**src/rtl/store_stage.sv**
```systemverilog
// Store stage: sequences one data-memory write per request through ADDR (MAR), DATA (MDR) and WRITE phases.
// Define STORE_BUFFER_EN to place a 2-entry request FIFO in front of the sequencer.
module store_stage #(
  parameter int ADDR_W = 5,
  parameter int DATA_W = 32
) (
  input  logic              clk,
  input  logic              rst_n,
  input  logic              st_valid,
  output logic              st_ready,
  input  logic [ADDR_W-1:0] st_addr,
  input  logic [DATA_W-1:0] st_data,
  output logic [ADDR_W-1:0] dm_address,
  output logic [DATA_W-1:0] dm_wdata,
  output logic              dm_rd_wr,
  output logic              dm_en,
  output logic              busy,
  output logic [7:0]        store_count
);

  typedef enum logic [1:0] {S_IDLE, S_ADDR, S_DATA, S_WRITE} state_e;

  state_e              state_q, state_d;
  logic                start;
  logic                buf_nonempty;
  logic [ADDR_W-1:0]   src_addr;
  logic [DATA_W-1:0]   src_data;
  logic [ADDR_W-1:0]   req_addr_q;
  logic [DATA_W-1:0]   req_data_q;
  logic [ADDR_W-1:0]   dm_address_q;
  logic [DATA_W-1:0]   dm_wdata_q;
  logic [7:0]          store_count_q;

`ifdef STORE_BUFFER_EN
  logic [ADDR_W-1:0] fifo_addr_q [2];
  logic [DATA_W-1:0] fifo_data_q [2];
  logic              wr_ptr_q, rd_ptr_q;
  logic [1:0]        count_q, count_d;
  logic              push, pop;

  assign st_ready     = rst_n && (count_q != 2'd2);
  assign push         = st_valid && st_ready;
  assign pop          = (state_q == S_IDLE) && (count_q != 2'd0);
  assign start        = pop;
  assign src_addr     = fifo_addr_q[rd_ptr_q];
  assign src_data     = fifo_data_q[rd_ptr_q];
  assign buf_nonempty = (count_q != 2'd0);

  always_comb begin
    count_d = count_q;
    case ({push, pop})
      2'b10:   count_d = count_q + 2'd1;
      2'b01:   count_d = count_q - 2'd1;
      default: count_d = count_q;
    endcase
  end

  always_ff @(posedge clk or negedge rst_n) begin
    if (!rst_n) begin
      wr_ptr_q <= 1'b0;
      rd_ptr_q <= 1'b0;
      count_q  <= 2'd0;
    end else begin
      if (push) wr_ptr_q <= ~wr_ptr_q;
      if (pop)  rd_ptr_q <= ~rd_ptr_q;
      count_q <= count_d;
    end
  end

  // FIFO storage is data-only; occupancy alone decides what is valid.
  always_ff @(posedge clk) begin
    if (push) begin
      fifo_addr_q[wr_ptr_q] <= st_addr;
      fifo_data_q[wr_ptr_q] <= st_data;
    end
  end
`else
  assign st_ready     = rst_n && (state_q == S_IDLE);
  assign start        = st_valid && st_ready;
  assign src_addr     = st_addr;
  assign src_data     = st_data;
  assign buf_nonempty = 1'b0;
`endif

  always_comb begin
    state_d = state_q;
    case (state_q)
      S_IDLE:  if (start) state_d = S_ADDR;
      S_ADDR:  state_d = S_DATA;
      S_DATA:  state_d = S_WRITE;
      S_WRITE: state_d = S_IDLE;
      default: state_d = S_IDLE;
    endcase
  end

  // In-flight request is frozen here so later input changes cannot disturb it.
  always_ff @(posedge clk) begin
    if (start) begin
      req_addr_q <= src_addr;
      req_data_q <= src_data;
    end
  end

  always_ff @(posedge clk or negedge rst_n) begin
    if (!rst_n) begin
      state_q       <= S_IDLE;
      dm_address_q  <= '0;
      dm_wdata_q    <= '0;
      store_count_q <= 8'd0;
    end else begin
      state_q <= state_d;
      if (state_q == S_ADDR)  dm_address_q  <= req_addr_q;
      if (state_q == S_DATA)  dm_wdata_q    <= req_data_q;
      if (state_q == S_WRITE) store_count_q <= store_count_q + 8'd1;
    end
  end

  assign dm_address  = dm_address_q;
  assign dm_wdata    = dm_wdata_q;
  assign dm_en       = (state_q == S_WRITE);
  assign dm_rd_wr    = (state_q == S_WRITE);
  assign busy        = (state_q != S_IDLE) || buf_nonempty;
  assign store_count = store_count_q;

endmodule

```
**config.mk**
```make
export PLATFORM = sky130hd
export DESIGN_NAME = store_stage
export DESIGN_NICKNAME = d
export VERILOG_FILES = /design/src/rtl/store_stage.sv
export SDC_FILE = /design/constraint.sdc
export NUM_CORES = 1
export LEC_CHECK = 0
export ABC_CLOCK_PERIOD_IN_PS = 4580
export CAP_MARGIN = 20
export CORE_ASPECT_RATIO = 1.5
export CORE_MARGIN = 4
export CORE_UTILIZATION = 50
export CTS_BUF_LIST = sky130_fd_sc_hd__clkbuf_16
export DETAILED_ROUTE_END_ITERATION = 7
export GPL_ROUTABILITY_DRIVEN = 0
export PLACE_DENSITY = 0.86
export SLEW_MARGIN = 5
export SYNTH_ARGS = -nofsm -noshare
export SYNTH_HDL_FRONTEND = slang
export SYNTH_SLANG_ARGS = --single-unit
```
**constraint.sdc**
```tcl
create_clock -name clk -period 4.58 [get_ports clk]
set_input_delay 0.916 -clock clk [delete_from_list [all_inputs] [get_ports clk]]
set_output_delay 0.916 -clock clk [all_outputs]
set_load 0.005 [all_outputs]
```
After elaboration in Yosys (flattened, before gate mapping)
Index checks and enable logic that the tools add are counted.
- register bits: 84
- input port bits: 40
- output and inout port bits: 49
- logic and storage cells: 17
- add/sub/neg operators: 1
- eq/ne operators: 4
- muxes and demuxes: 2
- reduce and logical (&&, ||, !) cells: 4
- operator list (operator ; count):
    8-bit by 1-bit adder with 8-bit output (second input constant) ; 1
    2-bit case mux with 4 select lines ; 1
    2-bit equality test (second input constant) ; 2
    2-bit by 1-bit equality test with 1-bit output (second input constant) ; 1
    1-bit logical AND ; 2
    2-bit zero test ; 1
    2-bit two-way mux ; 1
    2-bit != test (second input constant) ; 1
    2-bit nonzero test ; 1

Logic depth before layout (Yosys ltp)
- word-level depth: 5
- gate-level depth with buffers: 6
- gate-level depth less buffers: 4

Worst setup path after synthesis
No wires, ideal clock.
- path type: input port to flip-flop
- from: in st_valid
- to: reg req_addr_q[0], enable pin
- library setup time: 0.398 ns
- arrival time: 1.866 ns
- path slack: 2.316 ns
- stages: 1
- path through: and3_1
- longest elaborated chain between the ends: 1
- ends and longest elaborated chain (what ; line ; source):
    from (decl) ; 9 ; input logic st_valid,
    1-bit logical AND ; 79 ; assign start = st_valid && st_ready;
    to (signal assigned) ; 99 ; req_addr_q <= src_addr;
    to (decl) ; 28 ; logic [ADDR_W-1:0] req_addr_q;
Every way passes these cells.
A chain may end at the register's enable or synchronous reset.

Worst setup path after layout
- from: reg state_q[1]
- to: out st_ready
- longest elaborated chain between the ends: 2
- ends and longest elaborated chain (what ; line ; source):
    from (decl) ; 23 ; state_e state_q, state_d;
    from (signal assigned) ; 111 ; state_q <= state_d;
    2-bit zero test ; 78 ; assign st_ready = rst_n && (state_q == S_IDLE);
    1-bit logical AND ; 78 ;
    to (decl) ; 10 ; output logic st_ready,
Every way passes these cells.

==> summary.md <==
| Metric | Value |
|---|---|
| Outcome | completed |
| Root Driver | clkbuf_16 |
| Buf+Inv Stages, Crit Path | 2 |
| ANT nets after route | 0 |
| Slew HR | 41.5% |
| Data arrival, critical path | 1750 ps |
| Worst setup EP type | output pin |
| RSZ-0062 raised after global routing | no |
| DR vias/cell | 4.89 |
| Area contributors post-synth | dfrtp_1 (39%), edfxtp_1 (37%), mux2_2 (15%), ha_1 (2.1%), buf_6 (1.5%) |
| First-pass GRT wire length | 8340 um |
| Setup bufs post-CTS | 0 |
| Leak | 1.64 nW |
| Req. time, crit path | 3660 ps |
| Pre-CTS setup slack | ~1700 ps |
| Max stage delay cell, worst path | clkdlybuf4s50_1 |
| Drt drc | 0 |
| Largest net degree at the start of global routing | 50 |
| # diodes | 0 |
| Max IR drop VDD | 0.000396 V |
| GRT Residual Overflow | 0 |
| Uppermost layer routed | met4 |
| Via count | roughly 1,600 |
| Gr usage total | 15.7% |
| Final setup TNS | 0 ps |
| TritonRoute pass-1 iters | 4 |
| Nets | 299 |
| Final Max Tran Viols | 0 |
| Syn nets | a little over 200 |
| Core Footprint | 0.00579 mm2 |
| # IOs | a little under 90 |
| Design Power | 2.72 mW |
| Met3 WL | 261 um |
| Hold Fails Final Rpt | 0 |
| Synth cell types | 15 |
| Flops & latches, synth | 84 |
| Die Area | 0.00731 mm2 |
| Avg Synthesized Cell Area | ~19 um2 |
| Total wire length | around 5300 um |
| Initial Utilization | between 50% and 60% |
| Die height | 103 um |
| Area Growth Syn to Fin | 39.7% |
| Rows | 34 |
| Final setup vio count | 0 |
| Most used flip-flop cell after synthesis | dfrtp_1 |
| Commonest cells post-synth | dfrtp_1 (47), mux2_2 (39), edfxtp_1 (37), ha_1 (5) |
| Met2 wire len | 2900 um |
| Cell with the most instances after synthesis | dfrtp_1 |
| Hold WC Path Type | flop to flop |
| Period utilization | 58.2% |
| Mapped cell area | approximately 0.003 mm2 |
| Post-Route Skew | 5.80 ps |
| Minimum clock period | 2660 ps |
| Maximum clock rate | 375 MHz |
| Power per Cell Area | 651 mW/mm2 |
| Sink Count | 84 |
| Crit path kind | flop to output pin |
| Max_cap viols | 0 |
| H-tree Lvls | 3 |
| Warning count from the yosys run | 0 |
| Yosys top cell area share | 39.3% |
| Register area share after synthesis | 76.5% |
| CTS tree | done |
| Peak per-stage delay on the critical path | roughly 490 ps |
| Cell chain of the critical path | inv_1 > ha_1 > and2_1 > clkdlybuf4s50_1 |
| Cell taking the most area after synthesis | dfrtp_1 |
| Met1 Routed Length | a little over 2000 um |
| Critical Path Source Type | flop |
| Post-CTS Hold Buffers | 0 |
| Initial antenna violation count | 0 |
| Async set-reset flop share out of synthesis | 56.0% |
| Die X | 71.1 um |
| Num CTS Buffers | 9 |
| Skew-Pair Late Insertion Delay | 320 ps |
| Clock transition at path regs | 60 ps |
| Post-synth EDFFs | 37 |
| Layout cells sized above 1 | roughly a fifth |
| Mapped Cells | 158 |
| Worst Max-Slew Pin Slew | 877 ps |
| DR WL/cell | 16.1 um |
| Worst path top cell family by delay | buffers and inverters |
| Resized cells post-CTS | 0 |
| PortBufs | around 90 |
| Crit Path Max Fanout | 6 |
| Initial DRC Count | 68 |
| Number of global-route vias before repair | 1,736 |
| Final setup margin | roughly 1900 ps |
| DP Wirelength | around 3700 um |
| Maximum root-to-sink buffer count | 2 |
==> flip-flops by register name (all words and copies together) (netlist names) <==
name	count
dm_wdata	32
store_count	8
dm_address	5
req_data_q	32
req_addr_q	5
state_q	2
==> layer usage <==
layer  track usage [%]  vias up
li1                  -      765
met1              17.4      800
met2              27.5       46
met3              4.49        6
met4              8.25        0
met5                 0        -
==> worst register-to-register path: cells and delay by family (launching register included) <==
family     cells  cell delay (ps)
buf+inv        2              500
mux            1              380
flops          1              400
fa+ha+maj      1              630
==> through the flow <==
| stage | area [um2] | hold WS (ps) | utilization [%] | cells |
|---|---|---|---|---|
| 2_1_floorplan | 2990 | 454 | - | 158 |
| 3_3_place_gp | 3920 | 455 | 67.8 | 315 |
| 3_5_place_dp | 3920 | 461 | 67.8 | 315 |
| 4_1_cts | 4180 | 472 | 72.2 | 331 |
| 5_1_grt | 4180 | 488 | 72.2 | 331 |
| 6_report | 4180 | 468 | 72.2 | 331 |
==> cells in the final DEF (no fill, tap or decap) <==
| cell type | instances |
|---|---|
| clkinvlp_4 | 1 |
| xor2_1 | 3 |
| and2_1 | 1 |
| edfxtp_1 | 37 |
| inv_1 | 7 |
| xnor2_1 | 4 |
| mux2_2 | 39 |
| nand2_1 | 4 |
| nor2_1 | 3 |
| ha_1 | 5 |
| dfrtp_1 | 47 |
| and3_1 | 1 |
| clkbuf_16 | 9 |
| clkinv_2 | 2 |
| clkdlybuf4s50_1 | 87 |
| and3_2 | 1 |
| a31oi_1 | 1 |
| buf_2 | 1 |
| nand4_1 | 4 |
| buf_4 | 2 |
==> area by class of cell <==
| cell class | instances | area [um2] |
|---|---|---|
| flip-flops and latches | 84 | 2290 |
| fillers | 401 | 1610 |
| repair buffers | 90 | 891 |
| multi-input cells | 66 | 641 |
| clock buffers | 9 | 225 |
| well taps | 72 | 90.1 |
| clock inverters | 7 | 32.5 |
| inverters | 3 | 11.3 |
==> logic make-up after synthesis <==
logic type	synth area share, %
adders and majority gates	2.09
xor gates and xnor gates	2.05
muxes	14.7
buffers and inverters	2.13
and+or+nand+nor	2.34
AOI/OAI and AO/OA	0.209
DFF	76.5
==> worst paths after layout <==
| kind | startpoint | slack [ps] | cells past startpoint | endpoint |
|---|---|---|---|---|
| setup reg to reg | state_q[0]$_DFFE_PN0P_ | 2560 | 4 | dm_wdata[15]$_DFFE_PN0N_ |
| setup / recovery | state_q[1]$_DFFE_PN0P_ | 1920 | 4 | st_ready |
| min in group asynchronous | rst_n | 720 | 2 | dm_wdata[28]$_DFFE_PN0N_ |
| hold / removal | store_count[7]$_DFFE_PN0P_ | 470 | 1 | store_count[7]$_DFFE_PN0P_ |
| max in group asynchronous | rst_n | 3450 | 2 | dm_wdata[6]$_DFFE_PN0N_ |
| hold reg to reg | store_count[7]$_DFFE_PN0P_ | 470 | 1 | store_count[7]$_DFFE_PN0P_ |
==> where the power goes <==
group | switching, mW | internal [mW]
clock | 0.249 | 0.356
combinational | 0.309 | 0.631
sequential | 0.138 | 1.04
total | 0.697 | 2.02
No activity file was read; power rests on OpenSTA's default activity.
